===== config.mk =====
export PLATFORM = sky130hd
export DESIGN_NAME = jpeg_pipe_sequencer
export DESIGN_NICKNAME = d
export VERILOG_FILES = /design/src/rtl/jpeg_seq_pkg.sv /design/src/rtl/jpeg_seq_phase.sv /design/src/rtl/jpeg_pipe_sequencer.sv
export SDC_FILE = /design/constraint.sdc
export NUM_CORES = 1
export LEC_CHECK = 0
export CAP_MARGIN = 5
export CORE_UTILIZATION = 53
export CTS_CLUSTER_SIZE = 16
export DETAILED_ROUTE_END_ITERATION = 8
export PLACE_DENSITY = 0.81
export RECOVER_POWER = 50
export SLEW_MARGIN = 20
export SYNTH_ARGS = -nofsm -noshare
export SYNTH_HDL_FRONTEND = slang
export SYNTH_HIERARCHICAL = 1
export SYNTH_SLANG_ARGS = --single-unit

===== constraint.sdc =====
create_clock -name clk -period 3.5 [get_ports clk]
set_input_delay 0.7 -clock clk [delete_from_list [all_inputs] [get_ports clk]]
set_output_delay 0.7 -clock clk [all_outputs]
set_load 0.05 [all_outputs]

===== src/rtl/jpeg_seq_pkg.sv =====
// Shared types and default timing constants for the JPEG row-pipeline sequencer.
package jpeg_seq_pkg;

  typedef enum logic [1:0] {
    IDLE  = 2'd0,
    RUN   = 2'd1,
    DRAIN = 2'd2,
    DONE  = 2'd3
  } seq_state_t;

  localparam int DEF_ADDR_W   = 15;
  localparam int DEF_BLK_LOG2 = 3;
  localparam int DEF_OUT_LAT  = 20;
  localparam int DEF_RLE_LAT  = 19;
  localparam int DEF_TP2_OFS  = 10;
  localparam int DEF_QT_OFS   = 3;

endpackage


===== src/rtl/jpeg_seq_phase.sv =====
// Block-phase decoder: from the low tick bits and a fixed stage offset,
// produce the ping-pong bank select and the row index within the block.
// Only the low BLK_LOG2+1 tick bits matter because the subtraction wraps.
module jpeg_seq_phase #(
  parameter int BLK_LOG2 = 3,
  parameter int OFS      = 0
) (
  input  logic [BLK_LOG2:0]   tick,
  output logic                sel,
  output logic [BLK_LOG2-1:0] row
);

  localparam logic [BLK_LOG2:0] OFS_L = (BLK_LOG2+1)'(OFS);

  logic [BLK_LOG2:0] phase;

  assign phase = tick - OFS_L;
  assign sel   = ~phase[BLK_LOG2];
  assign row   = phase[BLK_LOG2-1:0];

endmodule


===== src/rtl/jpeg_pipe_sequencer.sv =====
// Frame sequencer for the JPEG row pipeline. A single tick counter, advanced
// once per unstalled cycle, drives every memory address and stage select.
// Optional build macro JPEG_SEQ_CHECK_EN: reject illegal frame lengths and
// flag them on err; without it, frame lengths are rounded down to whole
// blocks and clamped to the memory depth.
module jpeg_pipe_sequencer
  import jpeg_seq_pkg::*;
#(
  parameter int ADDR_W   = DEF_ADDR_W,
  parameter int BLK_LOG2 = DEF_BLK_LOG2,
  parameter int OUT_LAT  = DEF_OUT_LAT,
  parameter int RLE_LAT  = DEF_RLE_LAT,
  parameter int TP2_OFS  = DEF_TP2_OFS,
  parameter int QT_OFS   = DEF_QT_OFS
) (
  input  logic                clk,
  input  logic                reset,
  input  logic                start,
  input  logic [ADDR_W:0]     frame_rows,
  input  logic                stall,
  output logic                busy,
  output logic                done,
  output logic                err,
  output logic                rd_en,
  output logic [ADDR_W-1:0]   rd_addr,
  output logic                wr_en,
  output logic [ADDR_W-1:0]   wr_addr,
  output logic                tp1_sel,
  output logic                tp2_sel,
  output logic [BLK_LOG2-1:0] row_idx,
  output logic                rle_en
);

  localparam int TICK_W = ADDR_W + 2;
  localparam int N_W    = ADDR_W + 1;
  localparam logic [N_W-1:0]    MAX_ROWS = {1'b1, {ADDR_W{1'b0}}};
  localparam logic [TICK_W-1:0] OUT_LAT_T = TICK_W'(OUT_LAT);
  localparam logic [TICK_W-1:0] RLE_LAT_T = TICK_W'(RLE_LAT);

  seq_state_t          state, state_nx;
  logic [TICK_W-1:0]   tick, tick_nx;
  logic [N_W-1:0]      n_rows, n_rows_nx;
  logic [N_W-1:0]      rows_eff;
  logic                rows_ok;
  logic [TICK_W-1:0]   last_rd_tick;
  logic [TICK_W-1:0]   last_wr_tick;
  logic                active;
  logic                wr_win;

  logic                tp1_raw, tp2_raw;
  logic [BLK_LOG2-1:0] row_raw;
  logic [BLK_LOG2-1:0] unused_tp1_row;
  logic [BLK_LOG2-1:0] unused_tp2_row;
  logic                unused_qt_sel;

`ifdef JPEG_SEQ_CHECK_EN
  function automatic logic rows_legal(input logic [N_W-1:0] r);
    return (r[BLK_LOG2-1:0] == '0) && (r <= MAX_ROWS);
  endfunction

  logic err_q;
  logic err_set;

  assign rows_ok  = rows_legal(frame_rows);
  assign rows_eff = frame_rows;
  assign err_set  = (state == IDLE) && start && !rows_ok;

  // Sticky error flag for rejected start requests.
  always_ff @(posedge clk or negedge reset) begin
    if (!reset) err_q <= 1'b0;
    else if (err_set) err_q <= 1'b1;
  end

  assign err = err_q;
`else
  function automatic logic [N_W-1:0] clamp_rows(input logic [N_W-1:0] r);
    if (r > MAX_ROWS) return MAX_ROWS;
    return {r[N_W-1:BLK_LOG2], {BLK_LOG2{1'b0}}};
  endfunction

  assign rows_ok  = 1'b1;
  assign rows_eff = clamp_rows(frame_rows);
  assign err      = 1'b0;
`endif

  assign last_rd_tick = TICK_W'(n_rows) - 1'b1;
  assign last_wr_tick = TICK_W'(n_rows) + OUT_LAT_T - 1'b1;

  // Control state register; everything visible outside decodes from these.
  always_ff @(posedge clk or negedge reset) begin
    if (!reset) begin
      state  <= IDLE;
      tick   <= '0;
      n_rows <= '0;
    end else begin
      state  <= state_nx;
      tick   <= tick_nx;
      n_rows <= n_rows_nx;
    end
  end

  // Next-state logic: accept start in IDLE, advance tick on unstalled cycles.
  always_comb begin
    state_nx  = state;
    tick_nx   = tick;
    n_rows_nx = n_rows;
    case (state)
      IDLE: begin
        if (start && rows_ok) begin
          n_rows_nx = rows_eff;
          tick_nx   = '0;
          state_nx  = (rows_eff == '0) ? DONE : RUN;
        end
      end
      RUN: begin
        if (!stall) begin
          tick_nx = tick + 1'b1;
          if (tick == last_rd_tick) state_nx = DRAIN;
        end
      end
      DRAIN: begin
        if (!stall) begin
          tick_nx = tick + 1'b1;
          if (tick == last_wr_tick) state_nx = DONE;
        end
      end
      DONE:    state_nx = IDLE;
      default: state_nx = IDLE;
    endcase
  end

  assign active  = (state == RUN) || (state == DRAIN);
  assign wr_win  = active && (tick >= OUT_LAT_T);

  assign busy    = (state != IDLE);
  assign done    = (state == DONE);
  assign rd_en   = (state == RUN) && !stall;
  assign rd_addr = tick[ADDR_W-1:0];
  assign wr_en   = wr_win && !stall;
  assign wr_addr = wr_win ? (tick[ADDR_W-1:0] - ADDR_W'(OUT_LAT)) : '0;
  assign rle_en  = active && (tick >= RLE_LAT_T);

  jpeg_seq_phase #(.BLK_LOG2(BLK_LOG2), .OFS(0)) u_tp1 (
    .tick (tick[BLK_LOG2:0]),
    .sel  (tp1_raw),
    .row  (unused_tp1_row)
  );

  jpeg_seq_phase #(.BLK_LOG2(BLK_LOG2), .OFS(TP2_OFS)) u_tp2 (
    .tick (tick[BLK_LOG2:0]),
    .sel  (tp2_raw),
    .row  (unused_tp2_row)
  );

  jpeg_seq_phase #(.BLK_LOG2(BLK_LOG2), .OFS(QT_OFS)) u_qt (
    .tick (tick[BLK_LOG2:0]),
    .sel  (unused_qt_sel),
    .row  (row_raw)
  );

  // Selects rest at their idle values outside an active frame.
  assign tp1_sel = active ? tp1_raw : 1'b1;
  assign tp2_sel = active ? tp2_raw : 1'b1;
  assign row_idx = active ? row_raw : '0;

endmodule


==> results.toml, run 1 <==
[clock_network]
clk_pin_slew_ns = 0.07
clk_latency_ns = 0.29
h-tree-depth = 2
post_cts_buffers = 0
cts_root_buffer = "clkbuf_8"
cts_tree = "done"
cts_made_buffers = 5
hold_buffers = 0
clock_path_buffers = 2
cts.sink_count = 32
cts-resized-gates = 0

[sta]
period_needed_ns = 3.30
fmax_mhz = 303
hold_violations = 0
rsz0062_at_grt = "false"
finalSetupViolations = 0
worst_slack_ns = 0.202
fin_tns_setup_ns = 0
relSlewSlack_pct = -19.5
hold_slack_ns = 0.637
fin_worst_skew_ns = 0.00660
tightest_slew_ns = 1.79
slew_violations = 33
finalCritPeriodShare_pct = 94.2

[global_route]
grt-ovfl-total = 0
grt_usage_pct = 25.9
grt_pass1_vias = 2625
grt_pass1_wl_mm = 12.7
grt_max_degree = 33
antenna_found_initial = 0

[drt]
wl_per_cell_um = 15.2
detail_route.first_pass.iterations = 6
viasPerCell = 5.87
drc = 0
dr_total_vias = 2980
initialDrtViolationCount = 238
routed_wl_mm = 7.71
ant_nets = 0

[die]
core_area_um2 = 5610
fp.dieW_um = 79.0
die_area_um2 = 6240
start_util_pct = 56.1
num_io_pins = 61
die_h_um = 79.0
rows = 27

[finish]
nFillCells = 506
drive_gt1_share_pct = 10.1
diodes = 0
regArea_um2 = 801
layout.nets = 471
syn_to_final_growth_pct = 17.7
multi_input_area_um2 = 2020

[placed_design]
pre_cts_ws_ns = 0.315
place_hpwl_mm = 5.79
gp_congestion = 0.936
io_buffers = 59

[worst_setup_path]
reg2regPathDepth = 9
r2r_start = "state[0]$_DFFE_PN0P_"
crit_type = "reg2out"
start_kind = "flop"
path_max_fanout = 16
arrival_ns = 2.60
r2r_setup_slack_ns = 0.57
critPathLaunch = "tick[13]$_DFFE_PN0P_"
r2r_end = "state[1]$_DFFE_PN0P_"
critPathCaptureType = "output port"
required_ns = 2.80

[worst_hold_path]
min_path_type = "reg2reg"
hold_start = "n_rows[15]$_DFFE_PN0P_"
whs_endpoint = "n_rows[15]$_DFFE_PN0P_"
holdPathStages = 1

[power_and_ir_drop]
ir_drop_mv = 0.560
power.density_nw_per_um2 = 800
leakage_nw = 1.60
power_mw = 2.96

[synthesis]
synth_cells = 401
syn_area_um2 = 3140
avgSynthCellArea_um2 = 7.84
synth-warning-count = 6
syn_nets = 437

[run]
cap_violations = 1

[run_status]
status = "finished, violations left"
violations = "max-capacitance violations, max-slew violations"
## flip-flops by register name (all words and copies together), names as in the netlist
signal,flops
tick,17
state,2
n_rows,13
## critical path: stages (launching register included)
cell     delay (ns)
dfrtp_1        0.48
or4_1          0.55
or4_1          0.43
nor2_1         0.19
nand2_1        0.07
nand2_1        0.07
buf_4          0.22
nor2_1         0.09
buf_4          0.19
## cell usage in the layout (no fill, tap or decap), drive strengths merged, types with 13 or more instances in the layout
master	instances
xnor2	28
xor2	20
nand4	13
inv	19
o21ai	19
nor2	48
clkdlybuf4s50	29
nand2	26
buf	27
nand3	17
dlygate4sd3	13
nor3	13
dfrtp	32
ha	16
## per-stage QoR
| stage | instance area [µm²] | utilization (%) | std cells |
|---|---|---|---|
| 4_1_cts | 3710 | 66.2 | 508 |
| 3_3_place_gp | 3620 | 64.6 | 500 |
| 3_5_place_dp | 3620 | 64.6 | 500 |
| 5_1_grt | 3700 | 66.0 | 508 |
| 2_1_floorplan | 3140 | - | 401 |
| 6_report | 3700 | 66.0 | 508 |
## power by group
part           switching (mW)  internal (mW)  leakage (nW)
Sequential              0.210          0.461         0.426
Combinational            1.24          0.748          1.13
Clock                   0.138          0.160        0.0455
## cell type report
class                   count  area share [%]
repair buffers             71            17.0
multi-input cells         306            54.5
clock buffers               8            2.43
inverters                  19            1.93
flip-flops and latches     32            21.6
well taps                  72            2.43
## how the worst max path moves through the flow
stage	end	depth (start not counted)
4_1_cts	wr_addr[11]	8
3_5_place_dp	state[1]$_DFFE_PN0P_	8
6_report	wr_addr[11]	8
2_1_floorplan	rle_en	5
5_1_grt	wr_addr[11]	8
3_3_place_gp	state[1]$_DFFE_PN0P_	8
## per-layer routing
metal  vias to the layer above  wire (µm)  global-route usage [%]
met5                         -          0                       0
met4                         0         72                    6.91
met3                         6        391                    4.37
met2                        90       3730                    42.1
met1                      1435       3520                    35.5
li1                       1449          -                       -
No activity file was read; power rests on OpenSTA's default activity.
==> run 2, diff against run 1 <==
--- a/config.mk
+++ b/config.mk
@@ -5,13 +5,12 @@
 export SDC_FILE = /design/constraint.sdc
 export NUM_CORES = 1
 export LEC_CHECK = 0
-export CAP_MARGIN = 5
+export CAP_MARGIN = 20
 export CORE_UTILIZATION = 53
 export CTS_CLUSTER_SIZE = 16
 export DETAILED_ROUTE_END_ITERATION = 8
 export PLACE_DENSITY = 0.81
 export RECOVER_POWER = 50
-export SLEW_MARGIN = 20
 export SYNTH_ARGS = -nofsm -noshare
 export SYNTH_HDL_FRONTEND = slang
 export SYNTH_HIERARCHICAL = 1
==> results of run 2 <==
Final layout, timing and power as in run 1 (identical DEF).
